<file path="config.mk">
export PLATFORM = sky130hd
export DESIGN_NAME = l15_req_port_arbiter
export DESIGN_NICKNAME = d
export VERILOG_FILES = /design/src/rtl/l15_req_port_arbiter.sv
export SDC_FILE = /design/constraint.sdc
export NUM_CORES = 1
export LEC_CHECK = 0
export CELL_PAD_IN_SITES_DETAIL_PLACEMENT = 2
export CELL_PAD_IN_SITES_GLOBAL_PLACEMENT = 2
export CORE_AREA = 2 2 361 363
export CTS_BUF_LIST = sky130_fd_sc_hd__clkbuf_2 sky130_fd_sc_hd__clkbuf_4 sky130_fd_sc_hd__clkbuf_8
export CTS_CLUSTER_SIZE = 12
export DETAILED_ROUTE_END_ITERATION = 16
export DIE_AREA = 0 0 363 365
export PLACE_DENSITY_LB_ADDON = 0.1
export SKIP_LAST_GASP = 1
export SYNTH_ARGS = -nofsm -noshare
export SYNTH_HDL_FRONTEND = slang
export SYNTH_SLANG_ARGS = --single-unit
</file>
<file path="constraint.sdc">
create_clock -name clk_i -period 3.7 [get_ports clk_i]
set_input_delay 0.925 -clock clk_i [delete_from_list [all_inputs] [get_ports clk_i]]
set_output_delay 0.925 -clock clk_i [all_outputs]
set_load 0.02 [all_outputs]
</file>
<file path="src/rtl/l15_req_port_arbiter.sv">
// N-port request arbiter onto the single L1.5 request channel, with per-port credit limits.
// Optional starvation guard compiled in with L15_ARB_STARVATION_GUARD_EN.
module l15_req_port_arbiter #(
  parameter int NumPorts       = 6,
  parameter int ReqWidth       = 128,
  parameter int MaxOutstanding = 4,
  parameter int RoundRobin     = 0,
  parameter int StarveTh       = 16
) (
  input  logic                         clk_i,
  input  logic                         reset_l,
  input  logic [NumPorts-1:0]          req_valid_i,
  output logic [NumPorts-1:0]          req_ready_o,
  input  logic [NumPorts*ReqWidth-1:0] req_data_i,
  output logic                         l15_val_o,
  output logic [ReqWidth-1:0]          l15_req_o,
  output logic [$clog2(NumPorts)-1:0]  l15_port_o,
  input  logic                         l15_ack_i,
  input  logic                         rtrn_val_i,
  input  logic [$clog2(NumPorts)-1:0]  rtrn_port_i,
  output logic                         busy_o,
  output logic                         err_o
);

  localparam int PortW = $clog2(NumPorts);
  localparam int CntW  = $clog2(MaxOutstanding + 1);

  if (StarveTh < 2 || StarveTh > 255 || MaxOutstanding < 1 || MaxOutstanding > 15) begin : g_bad_param
    $error("l15_req_port_arbiter: parameter out of range");
  end

  typedef enum logic {IDLE, PEND} state_e;

  state_e              state_q, state_d;
  logic [ReqWidth-1:0] l15_req_q, l15_req_d;
  logic [PortW-1:0]    l15_port_q, l15_port_d;
  logic [PortW-1:0]    ptr_q, ptr_d;
  logic [CntW-1:0]     cnt_q [NumPorts];
  logic [CntW-1:0]     cnt_d [NumPorts];
  logic                err_q, err_d;

  logic [NumPorts-1:0] elig;
  logic [NumPorts-1:0] inc_v, dec_v;
  logic [PortW-1:0]    win;
  logic                found;

  function automatic logic [CntW-1:0] cnt_sat_inc(input logic [CntW-1:0] c);
    cnt_sat_inc = (c == CntW'(MaxOutstanding)) ? c : c + CntW'(1);
  endfunction

  always_comb begin
    elig = '0;
    for (int p = 0; p < NumPorts; p++)
      elig[p] = req_valid_i[p] && (cnt_q[p] < CntW'(MaxOutstanding));
  end

`ifdef L15_ARB_STARVATION_GUARD_EN
  logic [7:0]          wait_q [NumPorts];
  logic [7:0]          wait_d [NumPorts];
  logic [NumPorts-1:0] starved;

  function automatic logic [7:0] wait_sat_inc(input logic [7:0] w);
    wait_sat_inc = (w == 8'hFF) ? w : w + 8'd1;
  endfunction

  always_comb begin
    starved = '0;
    for (int p = 0; p < NumPorts; p++)
      starved[p] = elig[p] && (wait_q[p] >= 8'(StarveTh));
  end

  always_comb begin
    for (int p = 0; p < NumPorts; p++) begin
      wait_d[p] = wait_q[p];
      if (!req_valid_i[p] || req_ready_o[p])
        wait_d[p] = '0;
      else if (elig[p])
        wait_d[p] = wait_sat_inc(wait_q[p]);
    end
  end

  always_ff @(posedge clk_i or negedge reset_l) begin
    if (!reset_l) begin
      for (int p = 0; p < NumPorts; p++) wait_q[p] <= '0;
    end else begin
      for (int p = 0; p < NumPorts; p++) wait_q[p] <= wait_d[p];
    end
  end
`endif

  // Winner selection; a starved port (guard builds only) overrides the base policy.
  always_comb begin : winner_sel
    logic [PortW:0] sum;
    win   = '0;
    found = 1'b0;
    sum   = '0;
    if (RoundRobin != 0) begin
      for (int i = 0; i < NumPorts; i++) begin
        sum = {1'b0, ptr_q} + (PortW+1)'(i);
        if (sum >= (PortW+1)'(NumPorts)) sum = sum - (PortW+1)'(NumPorts);
        if (!found && elig[sum[PortW-1:0]]) begin
          found = 1'b1;
          win   = sum[PortW-1:0];
        end
      end
    end else begin
      for (int p = 0; p < NumPorts; p++) begin
        if (!found && elig[p]) begin
          found = 1'b1;
          win   = PortW'(p);
        end
      end
    end
`ifdef L15_ARB_STARVATION_GUARD_EN
    if (|starved) begin
      for (int p = NumPorts - 1; p >= 0; p--)
        if (starved[p]) win = PortW'(p);
    end
`endif
  end

  always_comb begin
    state_d     = state_q;
    req_ready_o = '0;
    l15_req_d   = l15_req_q;
    l15_port_d  = l15_port_q;
    ptr_d       = ptr_q;
    unique case (state_q)
      IDLE: begin
        if (found) begin
          req_ready_o[win] = 1'b1;
          l15_req_d        = req_data_i[int'(win)*ReqWidth +: ReqWidth];
          l15_port_d       = win;
          ptr_d            = (win == PortW'(NumPorts - 1)) ? '0 : win + PortW'(1);
          state_d          = PEND;
        end
      end
      PEND: begin
        if (l15_ack_i) state_d = IDLE;
      end
      default: state_d = IDLE;
    endcase
  end

  // Credit counters: same-cycle ack and return on one port cancel out.
  always_comb begin
    err_d = err_q;
    inc_v = '0;
    dec_v = '0;
    for (int p = 0; p < NumPorts; p++) begin
      inc_v[p] = (state_q == PEND) && l15_ack_i && (l15_port_q == PortW'(p));
      dec_v[p] = rtrn_val_i && (rtrn_port_i == PortW'(p)) && (cnt_q[p] != '0);
      cnt_d[p] = cnt_q[p];
      if (inc_v[p] && !dec_v[p])
        cnt_d[p] = cnt_sat_inc(cnt_q[p]);
      else if (dec_v[p] && !inc_v[p])
        cnt_d[p] = cnt_q[p] - CntW'(1);
      if (rtrn_val_i && (rtrn_port_i == PortW'(p)) && (cnt_q[p] == '0))
        err_d = 1'b1;
    end
    if (rtrn_val_i && ({1'b0, rtrn_port_i} >= (PortW+1)'(NumPorts)))
      err_d = 1'b1;
  end

  always_ff @(posedge clk_i or negedge reset_l) begin
    if (!reset_l) begin
      state_q    <= IDLE;
      l15_req_q  <= '0;
      l15_port_q <= '0;
      ptr_q      <= '0;
      err_q      <= 1'b0;
      for (int p = 0; p < NumPorts; p++) cnt_q[p] <= '0;
    end else begin
      state_q    <= state_d;
      l15_req_q  <= l15_req_d;
      l15_port_q <= l15_port_d;
      ptr_q      <= ptr_d;
      err_q      <= err_d;
      for (int p = 0; p < NumPorts; p++) cnt_q[p] <= cnt_d[p];
    end
  end

  always_comb begin
    busy_o = (state_q == PEND);
    for (int p = 0; p < NumPorts; p++)
      if (cnt_q[p] != '0) busy_o = 1'b1;
  end

  assign l15_val_o  = (state_q == PEND);
  assign l15_req_o  = l15_req_q;
  assign l15_port_o = l15_port_q;
  assign err_o      = err_q;

endmodule

</file>
==> results.sh, run 1 <==
export IMPL_ys_ff_latch=151
export IMPL_yosysTopAreaCellShare=0.299
export IMPL_drc=0
export IMPL_vias=15600
export IMPL_antenna_found_initial=47
export IMPL_drt_met1_wl_mm=45.9
export IMPL_dp_cells=3731
export IMPL_maxCapViolCount=0
export IMPL_topRoutingLayerUsed="met5"
export IMPL_hold_viol=0
export IMPL_synth_area_mm2=0.0126
export IMPL_power_leakage_uw=0.00888
export IMPL_slew_headroom=0.411
export IMPL_place_gp_congestion=0.853
export IMPL_hp_class="in -> async"
export IMPL_cellPowerDensity_mw_per_mm2=613
export IMPL_cts_sinks=151
export IMPL_drt_initial_drc_count=646
export IMPL_fin_nets=2862
export IMPL_cts_hold_buf=0
export IMPL_fin_tns_setup_ns=0
export IMPL_std_cell_rows=132
export IMPL_numPortBuffers=920
export IMPL_htreeDepth=4
export IMPL_path_class="in -> out"
export IMPL_yosysWarnings=0
export IMPL_cts_buffers=17
export IMPL_cts_tree="done"
export IMPL_yosysSeqAreaShare=0.299
export IMPL_setup_viol=0
export IMPL_die_w_um=363
export IMPL_cts_resized=3
export IMPL_yosysMostFrequentCell="nand4_1"
export IMPL_skew_ns=0.0280
export IMPL_r2r_cells=7
export IMPL_die_area_mm2=0.132
export IMPL_core_mm2=0.129
export IMPL_placed_cell_area_mm2=0.0246
export IMPL_required_ns=2.77
export IMPL_synthArstFlopShare=1.00
export IMPL_period_needed_ns=3.58
export IMPL_first_pass_iters=5
export IMPL_syn_to_final_growth_pct=98.1
export IMPL_ys_types=57
export IMPL_initial_core_util=0.0983
export IMPL_worstSkewPairLatency_ns=0.66
export IMPL_end_kind="output port"
export IMPL_yosys_area_top_type="dfrtp_1"
export IMPL_clockBufferDepth=2
export IMPL_worstPathArrival_ns=2.66
export IMPL_met3_length_mm=7.03
export IMPL_cts_root_buf="clkbuf_8"
export IMPL_viasPerCell=4.13
export IMPL_status="finished clean"
export IMPL_worstMarginPinSlew_ns=0.884
export IMPL_met2_length_mm=62.9
export IMPL_yosys_top_cells_area="dfrtp_1 30%, mux4_2 20%, nand4_1 10%, a221o_1 8.9%, mux2i_1 8.2%"
export IMPL_path_clk_slew_ns=0.11
export IMPL_synth_commonest_cells="205 x nand4_1, 151 x dfrtp_1, 113 x a221o_1, 113 x mux4_2, 110 x clkbuf_1"
export IMPL_clock_fmax_mhz=279
export IMPL_ant_nets=0
export IMPL_synth_edff_count=0
export IMPL_ys_flop_type="dfrtp_1"
export IMPL_synthesis_nets=1966
export IMPL_min_period_over_period=0.968
export IMPL_r2r_end="l15_req_o[37]"
export IMPL_hold_worst_slack_ns=0.274
export IMPL_r2r_start="cnt_q[11]"
export IMPL_overflow=0
export IMPL_io_pins=921
export IMPL_netlist_instances=1179
export IMPL_dpl_hpwl_mm=95.4
export IMPL_final_area_mm2=0.0251
export IMPL_cts_setup_buffers=0
export IMPL_final_max_slew_viol_count=0
export IMPL_peakVddDrop_uv=209
export IMPL_grt_usage=0.172
export IMPL_grt_pass1_wl_mm=156
export IMPL_wire_per_inst_um=31.1
export IMPL_grt_pass1_vias=17700
export IMPL_drive_gt1_frac=0.140
export IMPL_stdcell_count=3780
export IMPL_wl_mm=118
export IMPL_rsz0062_at_grt="no"
export IMPL_grt_max_degree=88
export IMPL_worstSetupStartpointType="input port"
export IMPL_synth_area_per_cell_um2=10.7
export IMPL_critPathMaxFanout=15
export IMPL_r2r_setup_slack_ns=0.89
export IMPL_chipHeight_um=365
-- worst max path at each step --
stage / startpoint / end / cells after the start
after CTS: cnt_q[15] / busy_o / 4
final: req_valid_i[5] / req_ready_o[3] / 7
after global placement: req_valid_i[5] / req_ready_o[3] / 7
after detailed placement: req_valid_i[5] / req_ready_o[3] / 7
after floorplan: req_valid_i[3] / req_ready_o[2] / 9
after global routing: req_valid_i[5] / req_ready_o[3] / 7
-- where the power goes --
part | total, uW | internal [uW] | switching (uW)
combinational | 10700 | 5110 | 5580
clock | 1470 | 526 | 943
sequential | 3190 | 2430 | 756
total | 15400 | 8080 | 7280
-- placed cells by master (no fill, tap or decap), drive strengths merged, types with 7 or more instances in the layout --
cell	synthesis	final
a21oi	37	37
o22ai	19	19
o211ai	7	7
a221oi	15	15
diode	0	18
clkbuf	110	19
nand3	17	17
nor3	15	15
buf	47	118
mux2i	103	103
o21ai	39	39
a211oi	15	15
clkinvlp	0	8
o221a	12	12
nand4	206	206
nand2	26	26
clkdlybuf4s50	0	915
a2bb2oi	16	16
dfrtp	151	151
a221o	113	113
mux4	113	113
nor2	38	38
-- metrics by stage --
step	setup WS, ns	total power [uW]	utilization
floorplan	0.125	8540	-
global placement	0.0294	14000	0.192
detailed placement	-0.0248	14200	0.192
CTS	0.0447	15800	0.194
global route	0.00715	16400	0.195
finish	0.119	15400	0.195
-- worst max-delay path: stages --
cell             delay (ns)
clkdlybuf4s50_1        0.48
nor2b_2                0.23
nand2_1                0.15
o22a_4                 0.30
buf_12                 0.18
nor2_1                 0.24
buf_12                 0.15
-- cell type report --
class | count | area (um^2)
diodes | 18 | 45.0
clock buffers | 18 | 241
clock inverters | 13 | 110
fillers | 14400 | 104000
inverters | 3 | 11.3
multi-input cells | 868 | 8280
flip-flops and latches | 151 | 3780
well taps | 1675 | 2100
repair buffers | 1034 | 10500
-- registers in the layout (all words and copies together), names as in the netlist --
name,flops
l15_val_o,1
err_o,1
cnt_q,18
l15_req_o,128
l15_port_o,3
-- cell families after synthesis --
group,after synthesis,share of synthesized area
xor+xnor,12,0.00831
flops,151,0.299
compound gates,295,0.190
simple gates,339,0.157
buf+inv,160,0.0540
mux,216,0.283
fa+ha+maj,6,0.00950
-- per-layer routing --
layer | vias up | track usage
met5 | - | 0
met4 | 22 | 0.0370
met3 | 98 | 0.0477
met2 | 522 | 0.316
met1 | 8131 | 0.196
li1 | 6825 | -
(Power assumes the default switching activity.)
==> run 2, diff against run 1 <==
--- a/config.mk
+++ b/config.mk
@@ -8,7 +8,7 @@
 export CELL_PAD_IN_SITES_DETAIL_PLACEMENT = 2
 export CELL_PAD_IN_SITES_GLOBAL_PLACEMENT = 2
 export CORE_AREA = 2 2 361 363
-export CTS_BUF_LIST = sky130_fd_sc_hd__clkbuf_2 sky130_fd_sc_hd__clkbuf_4 sky130_fd_sc_hd__clkbuf_8
+export CTS_BUF_LIST = sky130_fd_sc_hd__clkbuf_16
 export CTS_CLUSTER_SIZE = 12
 export DETAILED_ROUTE_END_ITERATION = 16
 export DIE_AREA = 0 0 363 365
==> run 2 against run 1 <==
Compared with the run above:
- cell area increased by 0.68%
- non-clock buffer count stayed put
- fmax about the same
- critical path type unchanged
==> results.sh, run 2 (same netlist as run 1, synthesis figures left out) <==
export IMPL_grt_pass1_vias=17700
export IMPL_cts_root_buf="clkbuf_16"
export IMPL_worstMarginPinSlew_ns=0.867
export IMPL_worstSetupStartpointType="input port"
export IMPL_final_max_slew_viol_count=0
export IMPL_place_gp_congestion=0.853
export IMPL_cts_hold_buf=0
export IMPL_vias=15700
export IMPL_slew_headroom=0.422
export IMPL_min_period_over_period=0.968
export IMPL_cts_tree="done"
export IMPL_clockBufferDepth=2
export IMPL_path_class="in -> out"
export IMPL_path_cells="clkdlybuf4s50_1, nor2b_2, nand2_1, o22a_4, buf_12, nor2_1, buf_12"
export IMPL_cts_buffers=17
export IMPL_drt_initial_drc_count=767
export IMPL_critPathMaxFanout=15
export IMPL_period_needed_ns=3.58
export IMPL_required_ns=2.77
export IMPL_chipHeight_um=365
export IMPL_finalCoreUtilization=0.196
export IMPL_initial_core_util=0.0983
export IMPL_worstPathArrival_ns=2.65
export IMPL_setup_viol=0
export IMPL_grt_max_degree=88
export IMPL_fin_nets=2862
export IMPL_r2r_cells=7
export IMPL_stdcell_count=3777
export IMPL_drive_gt1_frac=0.138
export IMPL_peakVddDrop_uv=213
export IMPL_grt_usage=0.172
export IMPL_layout_commonest_cell="clkdlybuf4s50_1"
export IMPL_skew_ns=0.0174
export IMPL_hold_worst_slack_ns=0.403
export IMPL_drc=0
export IMPL_status="finished clean"
export IMPL_first_pass_iters=5
export IMPL_core_mm2=0.129
export IMPL_overflow=0
export IMPL_wl_mm=118
export IMPL_critPathMaxStageDelay_ns=0.48
export IMPL_dpl_hpwl_mm=95.4
export IMPL_hp_class="in -> async"
export IMPL_htreeDepth=4
export IMPL_wire_per_inst_um=31.2
export IMPL_rsz0062_at_grt="no"
export IMPL_cellPowerDensity_mw_per_mm2=625
export IMPL_ant_nets=0
export IMPL_die_w_um=363
export IMPL_antenna_found_initial=44
export IMPL_end_kind="output port"
export IMPL_dp_cells=3731
export IMPL_mostFrequentLayoutCells="915 x clkdlybuf4s50_1, 205 x nand4_1, 151 x dfrtp_1"
export IMPL_worstSkewPairLatency_ns=0.54
export IMPL_die_area_mm2=0.132
export IMPL_std_cell_rows=132
export IMPL_syn_to_final_growth_pct=99.4
export IMPL_cts_setup_buffers=0
export IMPL_io_pins=921
export IMPL_clock_fmax_mhz=279
export IMPL_grt_pass1_wl_mm=156
export IMPL_power_leakage_uw=0.00896
export IMPL_viasPerCell=4.15
export IMPL_crit_top_cell="buf_12"
export IMPL_maxCapViolCount=0
export IMPL_critPathSlowestCell="clkdlybuf4s50_1"
export IMPL_numPortBuffers=920
export IMPL_path_clk_slew_ns=0.07
export IMPL_largest_register_ffs=128
export IMPL_hold_viol=0
export IMPL_cts_sinks=151
export IMPL_fin_tns_setup_ns=0
-- run 2: what timing repair did --
| action | in CTS | in global routing |
|---|---|---|
| endpoints found under the hold margin | 0 | 0 |
| setup endpoints to repair | 1 | 0 |
| resized for setup | 1 | 0 |
-- run 2: area by class of cell --
class,count,area [um^2]
multi-input cells,868,8270
fillers,14400,103000
clock buffers,17,425
diodes,15,37.5
inverters,3,11.3
flip-flops and latches,151,3780
clock inverters,14,114
repair buffers,1034,10500
well taps,1675,2100
-- run 2: through the flow --
| step | total power [uW] | cell area [um^2] | setup WS [ns] |
|---|---|---|---|
| floorplan | 8540 | 12600 | 0.125 |
| global placement | 14000 | 24600 | 0.0294 |
| detailed placement | 14200 | 24600 | -0.0248 |
| CTS | 16200 | 25200 | 0.0457 |
| global route | 16800 | 25200 | 0.00719 |
| finish | 15800 | 25200 | 0.120 |
-- run 2: power breakdown --
group / total (uW) / switching (uW) / internal [uW]
clock network: 1890 / 976 / 909
logic: 10700 / 5580 / 5110
registers: 3190 / 753 / 2440
-- run 2: metal layers --
layer	vias up	global-route usage	wire, um
met2	553	0.317	62800
met4	22	0.0347	1670
met3	99	0.0474	7140
met1	8172	0.196	45900
met5	-	0	134
li1	6828	-	-
-- run 2: worst max-delay path, delay by kind of cell --
family | cells | cell delay, ns
buffers and inverters | 3 | 0.81
AND/OR/NAND/NOR | 3 | 0.62
AO/OA/AOI/OAI | 1 | 0.30
-- run 2: worst paths after layout --
path | startpoint | end | slack, ns
min | reset_l | l15_req_o[17] | 0.40
min in group clk_i | l15_req_o[42] | l15_req_o[42] | 0.51
max | req_valid_i[5] | req_ready_o[3] | 0.12
min reg2reg | l15_req_o[42] | l15_req_o[42] | 0.51
max reg2reg | cnt_q[11] | l15_req_o[37] | 0.90
max in group asynchronous | reset_l | l15_req_o[104] | 2.55
